[config.mk]
export PLATFORM = sky130hd
export DESIGN_NAME = sub_bytes_seq
export DESIGN_NICKNAME = d
export VERILOG_FILES = /design/src/rtl/sub_bytes_seq.sv
export SDC_FILE = /design/constraint.sdc
export NUM_CORES = 1
export LEC_CHECK = 0
export CAP_MARGIN = 5
export CORE_UTILIZATION = 43
export DETAILED_ROUTE_END_ITERATION = 12
export PLACE_DENSITY = 0.77
export SLEW_MARGIN = 20
export SYNTH_ARGS = -nofsm -noshare
export SYNTH_HDL_FRONTEND = slang
export SYNTH_SLANG_ARGS = --single-unit
[constraint.sdc]
create_clock -name clk -period 10.01 [get_ports clk]
set_input_delay 2.002 -clock clk [delete_from_list [all_inputs] [get_ports clk]]
set_output_delay 2.002 -clock clk [all_outputs]
set_load 0.02 [all_outputs]
[src/rtl/sub_bytes_seq.sv]
// Time-multiplexed AES SubBytes: streams a 16-byte state through LANES shared
// sbox instances, LANES bytes per beat, and returns the substituted state.
module sub_bytes_seq #(
    parameter int LANES = 4
) (
    input  logic                 clk,
    input  logic                 rst,
    input  logic                 flush,
    input  logic                 in_valid,
    output logic                 in_ready,
    input  logic [127:0]         in_state,
    output logic                 out_valid,
    input  logic                 out_ready,
    output logic [127:0]         out_state,
    output logic [8*LANES-1:0]   sbox_lhs,
    input  logic [8*LANES-1:0]   sbox_o,
    output logic                 busy
);

    localparam int BEATS = 16 / LANES;
    localparam int CW    = (BEATS > 1) ? $clog2(BEATS) : 1;
    localparam int LW    = 8 * LANES;

    localparam logic [1:0] IDLE = 2'd0;
    localparam logic [1:0] RUN  = 2'd1;
    localparam logic [1:0] DONE = 2'd2;

    logic [1:0]    state;
    logic [CW-1:0] cnt;
    logic [127:0]  in_buf;
    logic [6:0]    base;
    logic          last_beat;
    logic          accept;

    assign base      = 7'(int'(cnt) * LW);
    assign last_beat = (cnt == CW'(BEATS - 1));
    assign busy      = (state == RUN);
    assign accept    = in_valid && in_ready;

    // in_ready is gated by rst directly so it reads 0 for the whole reset pulse
    always_comb begin
        in_ready = 1'b0;
        case (state)
            IDLE:    in_ready = !flush;
            DONE:    in_ready = out_ready && !flush;
            default: in_ready = 1'b0;
        endcase
        if (rst) in_ready = 1'b0;
    end

    always_comb begin
        sbox_lhs = '0;
        if (state == RUN) sbox_lhs = in_buf[base +: LW];
    end

    always_ff @(posedge clk or posedge rst) begin
        if (rst) begin
            state     <= IDLE;
            cnt       <= '0;
            in_buf    <= '0;
            out_state <= '0;
            out_valid <= 1'b0;
        end else if (flush) begin
            state     <= IDLE;
            cnt       <= '0;
            out_valid <= 1'b0;
        end else begin
            case (state)
                IDLE: begin
                    if (accept) begin
                        in_buf <= in_state;
                        cnt    <= '0;
                        state  <= RUN;
                    end
                end
                RUN: begin
                    out_state[base +: LW] <= sbox_o;
                    if (last_beat) begin
                        cnt       <= '0;
                        state     <= DONE;
                        out_valid <= 1'b1;
                    end else begin
                        cnt <= cnt + CW'(1);
                    end
                end
                DONE: begin
                    if (out_ready) begin
                        out_valid <= 1'b0;
                        if (in_valid) begin
                            in_buf <= in_state;
                            cnt    <= '0;
                            state  <= RUN;
                        end else begin
                            state <= IDLE;
                        end
                    end
                end
                default: begin
                    state     <= IDLE;
                    out_valid <= 1'b0;
                end
            endcase
        end
    end

endmodule

==> results.toml, run 1 <==
[final_layout]
final_net_count = 1350
layoutNonFillerInstCount = 1529
drive_above_1_share = 0.168
synthToLayoutAreaGrowth_pct = 40.4
antennaDiodeCount = 0

[floorplanning]
die-area_um2 = 26400
core_region_area_um2 = 25200
rows = 58
starting_density_of_the_core = 0.439
floorplan.die.height_um = 162
die-width_um = 162
boundaryPins = 328

[cts]
ctsHtreeMaxLevel = 1
worst_skew_pair.late_latency_ns = 0.54
clockRootBuffer = "clkbuf_16"
cts_setup_buffers = 0
tritoncts = "built"
clk_pin_slew_ns = 0.06
cts.path.max_buffers = 3
clock_sinks = 261
cts_made_buffers = 28
cts_hold_repair.buffers = 0
cts_repair_resize_count = 0

[logic_synthesis]
yosys_register_bits = 261
yosysTopAreaCellShare = 0.591
yosysSeqAreaShare = 0.591
synth_cells = 876
per_instance_average_area_after_synthesis_um2 = 12.6
synth.top_cells.by_area = "dfrtp_1 (59%), mux2_2 (10%), mux4_2 (6.5%)"
post_synth_instance_area_um2 = 11100
synthDistinctLibCells = 34
synthesized_netlist_net_count = 1047
synth_most_common_cell = "dfrtp_1"
number_of_enable_flip_flop_cells_after_synthesis = 0
synth_ff_type = "dfrtp_1"
synthArstFlopShare = 1.00
post_synth_most_frequent_cells = "dfrtp_1 (261), nand2_1 (192), mux2_2 (102)"
synthDominantAreaCellType = "dfrtp_1"
synthesis.yosys.warnings = 0

[setup_path]
path_max_fanout = 11
startpoint = "flush"
timing.setup.critical_path_class = "input port to primary output"
r2r_start = "cnt[0]"
regToRegSetupSlack_ns = 6.12
crit_path_end_kind = "primary output"
crit_required_ns = 8.01
cp-start-kind = "input port"
critPathArrivalTime_ns = 3.66

[power_and_ir_drop]
switch_pwr_mw = 0.748
power_density_over_cell_area_nw_per_um2 = 189
finalPower_mw = 2.93
intPower_mw = 2.18
combinationalPowerShare = 0.195
power.switching_fraction = 0.255
power.sequential.fraction = 0.449
clock_power_share = 0.356
worst_ir_drop_vdd_mv = 0.152
leakagePower_nw = 6.46

[timing]
final.setup.tns_ns = 0
worst_slew_pin_slew_ns = 1.01
worst_slew_margin_rel = 0.329
final.setup_skew_ns = 0.0151
report.final.slew_viol_count = 0
fin_worst_setup_slack_ns = 4.35
layout_min_cycle_time_ns = 5.66
finalHoldViolations = 0
achievable-frequency_mhz = 177
setup_repair_after_global_routing_missed_its_margin = "no"
timing.final.crit_share = 0.566
finalHoldWorstSlack_ns = 0.478
setup_viol = 0

[place]
dp_worst_setup_slack_ns = 4.34
placed_cells = 1479
weighted_congestion_at_the_end_of_routability_driven_global_placement = 0.829
port-buffer-count = 327
dp_hpwl_um = 19800

[grt]
grt_start_max_net_pins = 184
vias_in_the_first_global_route = 8283
antenna_found_initial = 2
grt_use_total = 0.225
grt_first_pass_wirelength_um = 45900
grt.overflow.total = 0

[route]
route.detailed.drc = 0
antenna_left = 0
dr_total_vias = 7858
average_vias_per_placed_instance = 5.14
detail_route.wl_per_cell_um = 19.1
dr.pass1.iters = 4
wl_um = 29300
initialDrtViolationCount = 546

[status]
outcome = "finished clean"

[min_path]
hp-class = "register to register"
worstHoldStart = "out_state[93]"

[run]
maximum_capacitance_violations = 0
area by class of cell:
type / instances / area [µm²]
Clock inverter: 3 / 40.0
Timing Repair Buffer: 338 / 3370
Fill cell: 1987 / 9660
Clock buffer: 47 / 903
Inverter: 5 / 22.5
Tap cell: 330 / 413
Sequential cell: 261 / 6530
Multi-Input combinational cell: 545 / 4230
critical path, cell delays in order:
cell and delay [ns]:
clkdlybuf4s50_1 0.62, nor2_2 0.24, and3_1 0.19, clkdlybuf4s50_1 0.62
through the flow:
| stage | utilization | area [µm²] |
|---|---|---|
| 6_report | 0.616 | 15500 |
| 5_1_grt | 0.616 | 15500 |
| 4_1_cts | 0.616 | 15500 |
| 3_5_place_dp | 0.579 | 14600 |
| 3_3_place_gp | 0.579 | 14600 |
| 2_1_floorplan | - | 11100 |
power by group through the flow:
stage,clock [mW],sequential [mW],combinational [mW]
global placement,0,1.32,0.562
global route,1.11,1.34,0.618
floorplan,0,1.35,0.284
finish,1.04,1.32,0.572
detailed placement,0,1.33,0.575
CTS,1.07,1.32,0.579
per-layer routing:
metal  global-route usage  part of all wire
met2                0.368              0.48
met4               0.0845             0.034
met3               0.0756             0.095
met5                    0           0.00075
met1                0.275              0.39
state kept, by name (all words and copies together), names as in the netlist:
register   count
in_buf       128
state          2
out_valid      1
out_state    128
cnt            2
layout by cell type, fill, tap and decap left out, types with 4 or more instances in the layout:
| master | Yosys | routed |
|---|---|---|
| o21ai_0 | 70 | 70 |
| mux2_1 | 26 | 26 |
| clkbuf_16 | 0 | 29 |
| dfrtp_1 | 261 | 259 |
| ha_1 | 6 | 6 |
| clkbuf_1 | 29 | 7 |
| and2_1 | 32 | 32 |
| inv_1 | 5 | 4 |
| buf_4 | 13 | 9 |
| mux2_2 | 102 | 102 |
| nand2_1 | 192 | 192 |
| o21ai_1 | 26 | 26 |
| clkdlybuf4s50_1 | 0 | 327 |
| mux4_2 | 32 | 32 |
| clkbuf_8 | 0 | 11 |
| a22o_1 | 32 | 32 |
cells by family after synthesis:
group                    synth area share
buffers and inverters              0.0335
multiplexers                        0.196
AO/OA/AOI/OAI                      0.0755
adder cells (fa/ha/maj)           0.00679
flip-flops                          0.591
AND/OR/NAND/NOR                    0.0979
worst paths after layout:
| path | to | depth (start not counted) |
|---|---|---|
| worst min register to register | out_state[93] | 2 |
| worst min-delay path | out_state[93] | 2 |
| worst max-delay path | in_ready | 4 |
| worst max register to register | out_state[46] | 6 |
| min in group asynchronous | in_buf[77] | 3 |
| max in group asynchronous | in_buf[123] | 4 |
Power figures use the tool's default switching activity.
==> run 2, diff against run 1 <==
Clock period 10.01 ns to 4.8 ns, I/O delays scaled along.
==> results.toml, run 2 (synthesis results as in run 1) <==
[floorplanning]
die-width_um = 162
boundaryPins = 328
starting_density_of_the_core = 0.439
die-area_um2 = 26400
core_region_area_um2 = 25200
floorplan.die.height_um = 162
rows = 58

[place]
weighted_congestion_at_the_end_of_routability_driven_global_placement = 0.833
dp_worst_setup_slack_ns = 1.21
dp_hpwl_um = 19800
port-buffer-count = 327
placed_cells = 1482

[setup_path]
startpoint = "state[0]"
timing.setup.critical_path_class = "register to primary output"
reg2reg_to = "out_state[94]"
regToRegSetupSlack_ns = 2.06
critPathArrivalTime_ns = 3.06
r2r.worst_path.cells = 6
path_max_fanout = 34
crit_required_ns = 3.84
r2r_start = "cnt[1]"
cp-start-kind = "register"
crit_path_end_kind = "primary output"

[cts]
worst_skew_pair.late_latency_ns = 0.53
cts.path.max_buffers = 3
clock_sinks = 261
clk_pin_slew_ns = 0.06
cts_setup_buffers = 0
clockRootBuffer = "clkbuf_16"
cts_repair_resize_count = 0
tritoncts = "built"
ctsHtreeMaxLevel = 1
cts_made_buffers = 28
cts_hold_repair.buffers = 0

[power_and_ir_drop]
leakagePower_nw = 6.49
power.switching_fraction = 0.256
power.sequential.fraction = 0.449
switch_pwr_mw = 1.56
power_density_over_cell_area_nw_per_um2 = 391
combinationalPowerShare = 0.198
worst_ir_drop_vdd_mv = 0.306
intPower_mw = 4.54
clock_power_share = 0.353

[route]
initialDrtViolationCount = 496
wl_um = 28600
antenna_left = 0
wl_met1_um = 11400
average_vias_per_placed_instance = 5.15
routed.top_layer = "met5"
route.detailed.drc = 0
detailroute.wirelength.met2_um = 13700
dr.pass1.iters = 5
dr_total_vias = 7886
detail_route.wl_per_cell_um = 18.7
wl_met3_um = 2540

[timing]
achievable-frequency_mhz = 249
setup_repair_after_global_routing_missed_its_margin = "no"
finalHoldWorstSlack_ns = 0.474
worst_slew_pin_slew_ns = 1.00
timing.final.crit_share = 0.837
setup_viol = 0
finalHoldViolations = 0
final.setup_skew_ns = 0.00816
fin_worst_setup_slack_ns = 0.783
worst_slew_margin_rel = 0.329
report.final.slew_viol_count = 0
layout_min_cycle_time_ns = 4.02

[min_path]
worstHoldStart = "out_state[12]"
worstHoldPathCells = 2
hold_path_end = "out_state[12]"
hp-class = "register to register"

[final_layout]
reg.largest.list = "in_buf (128), out_state (128)"
multiInputGateArea_um2 = 4240
antennaDiodeCount = 0
seqCellArea_um2 = 6530
final_common_cell = "clkdlybuf4s50_1"
synthToLayoutAreaGrowth_pct = 40.9
most-common-layout-cells = "clkdlybuf4s50_1 (327), dfrtp_1 (259), nand2_1 (192)"
nFillCells = 1925
final_net_count = 1353
drive_above_1_share = 0.168
layoutNonFillerInstCount = 1532

[status]
outcome = "finished clean"

[grt]
grt_first_pass_wirelength_um = 44800
grt.overflow.total = 0
vias_in_the_first_global_route = 8203
grt_use_total = 0.219
grt_start_max_net_pins = 83
antenna_found_initial = 1

[run]
maximum_capacitance_violations = 0
## run 2: cell types whose count changed in the layout (fill, tap and decap cells not counted), sizes merged
cell / previous run / this run
buf: 11 / 14
bufinv: 1 / 2
clkinv: 2 / 3
clkbuf: 47 / 45
## run 2: critical path: stages (launching register included)
cell and delay [ns]:
dfrtp_1 0.67, nand2b_1 0.20, inv_1 0.77, and2_1 0.27
clkdlybuf4s50_1 0.61
## run 2: worst max path at each step
stage	depth (start not counted)	slack, ns	endpoint
final	4	0.78	sbox_lhs[1]
after global routing	4	0.56	sbox_lhs[26]
after CTS	4	0.67	sbox_lhs[1]
after detailed placement	4	1.21	in_ready
after global placement	4	1.24	in_ready
after floorplan	5	-1.62	in_buf[75]
## run 2: power groups by stage
stage	logic, mW	registers [mW]	clock network [mW]
floorplan	0.592	2.82	0
global placement	1.19	2.76	0
detailed placement	1.22	2.78	0
CTS	1.22	2.74	2.20
global route	1.30	2.78	2.29
finish	1.21	2.74	2.15
## run 2: final cells by class
class | instances | area share
timing repair buffer | 341 | 0.221
tap | 330 | 0.0265
multi-input combinational | 545 | 0.272
clock inverter | 5 | 0.00482
inverter | 5 | 0.00145
clock buffer | 45 | 0.0543
sequential | 261 | 0.419
## run 2: metal layers
layer / global-route usage / up-vias
li1: - / 3642
met3: 0.0672 / 62
met4: 0.0875 / 2
met2: 0.363 / 304
met1: 0.265 / 3876
met5: 0 / -
## run 2: through the flow
step                      instance area, µm²  utilization  TNS (ns)  power (mW)
after global routing                   15600        0.619         0        6.37
after floorplan                        11100            -   -206.98        3.42
after CTS                              15600        0.619         0        6.16
after detailed placement               14700        0.582         0        3.99
after global placement                 14700        0.582         0        3.94
final                                  15600        0.619         0        6.09
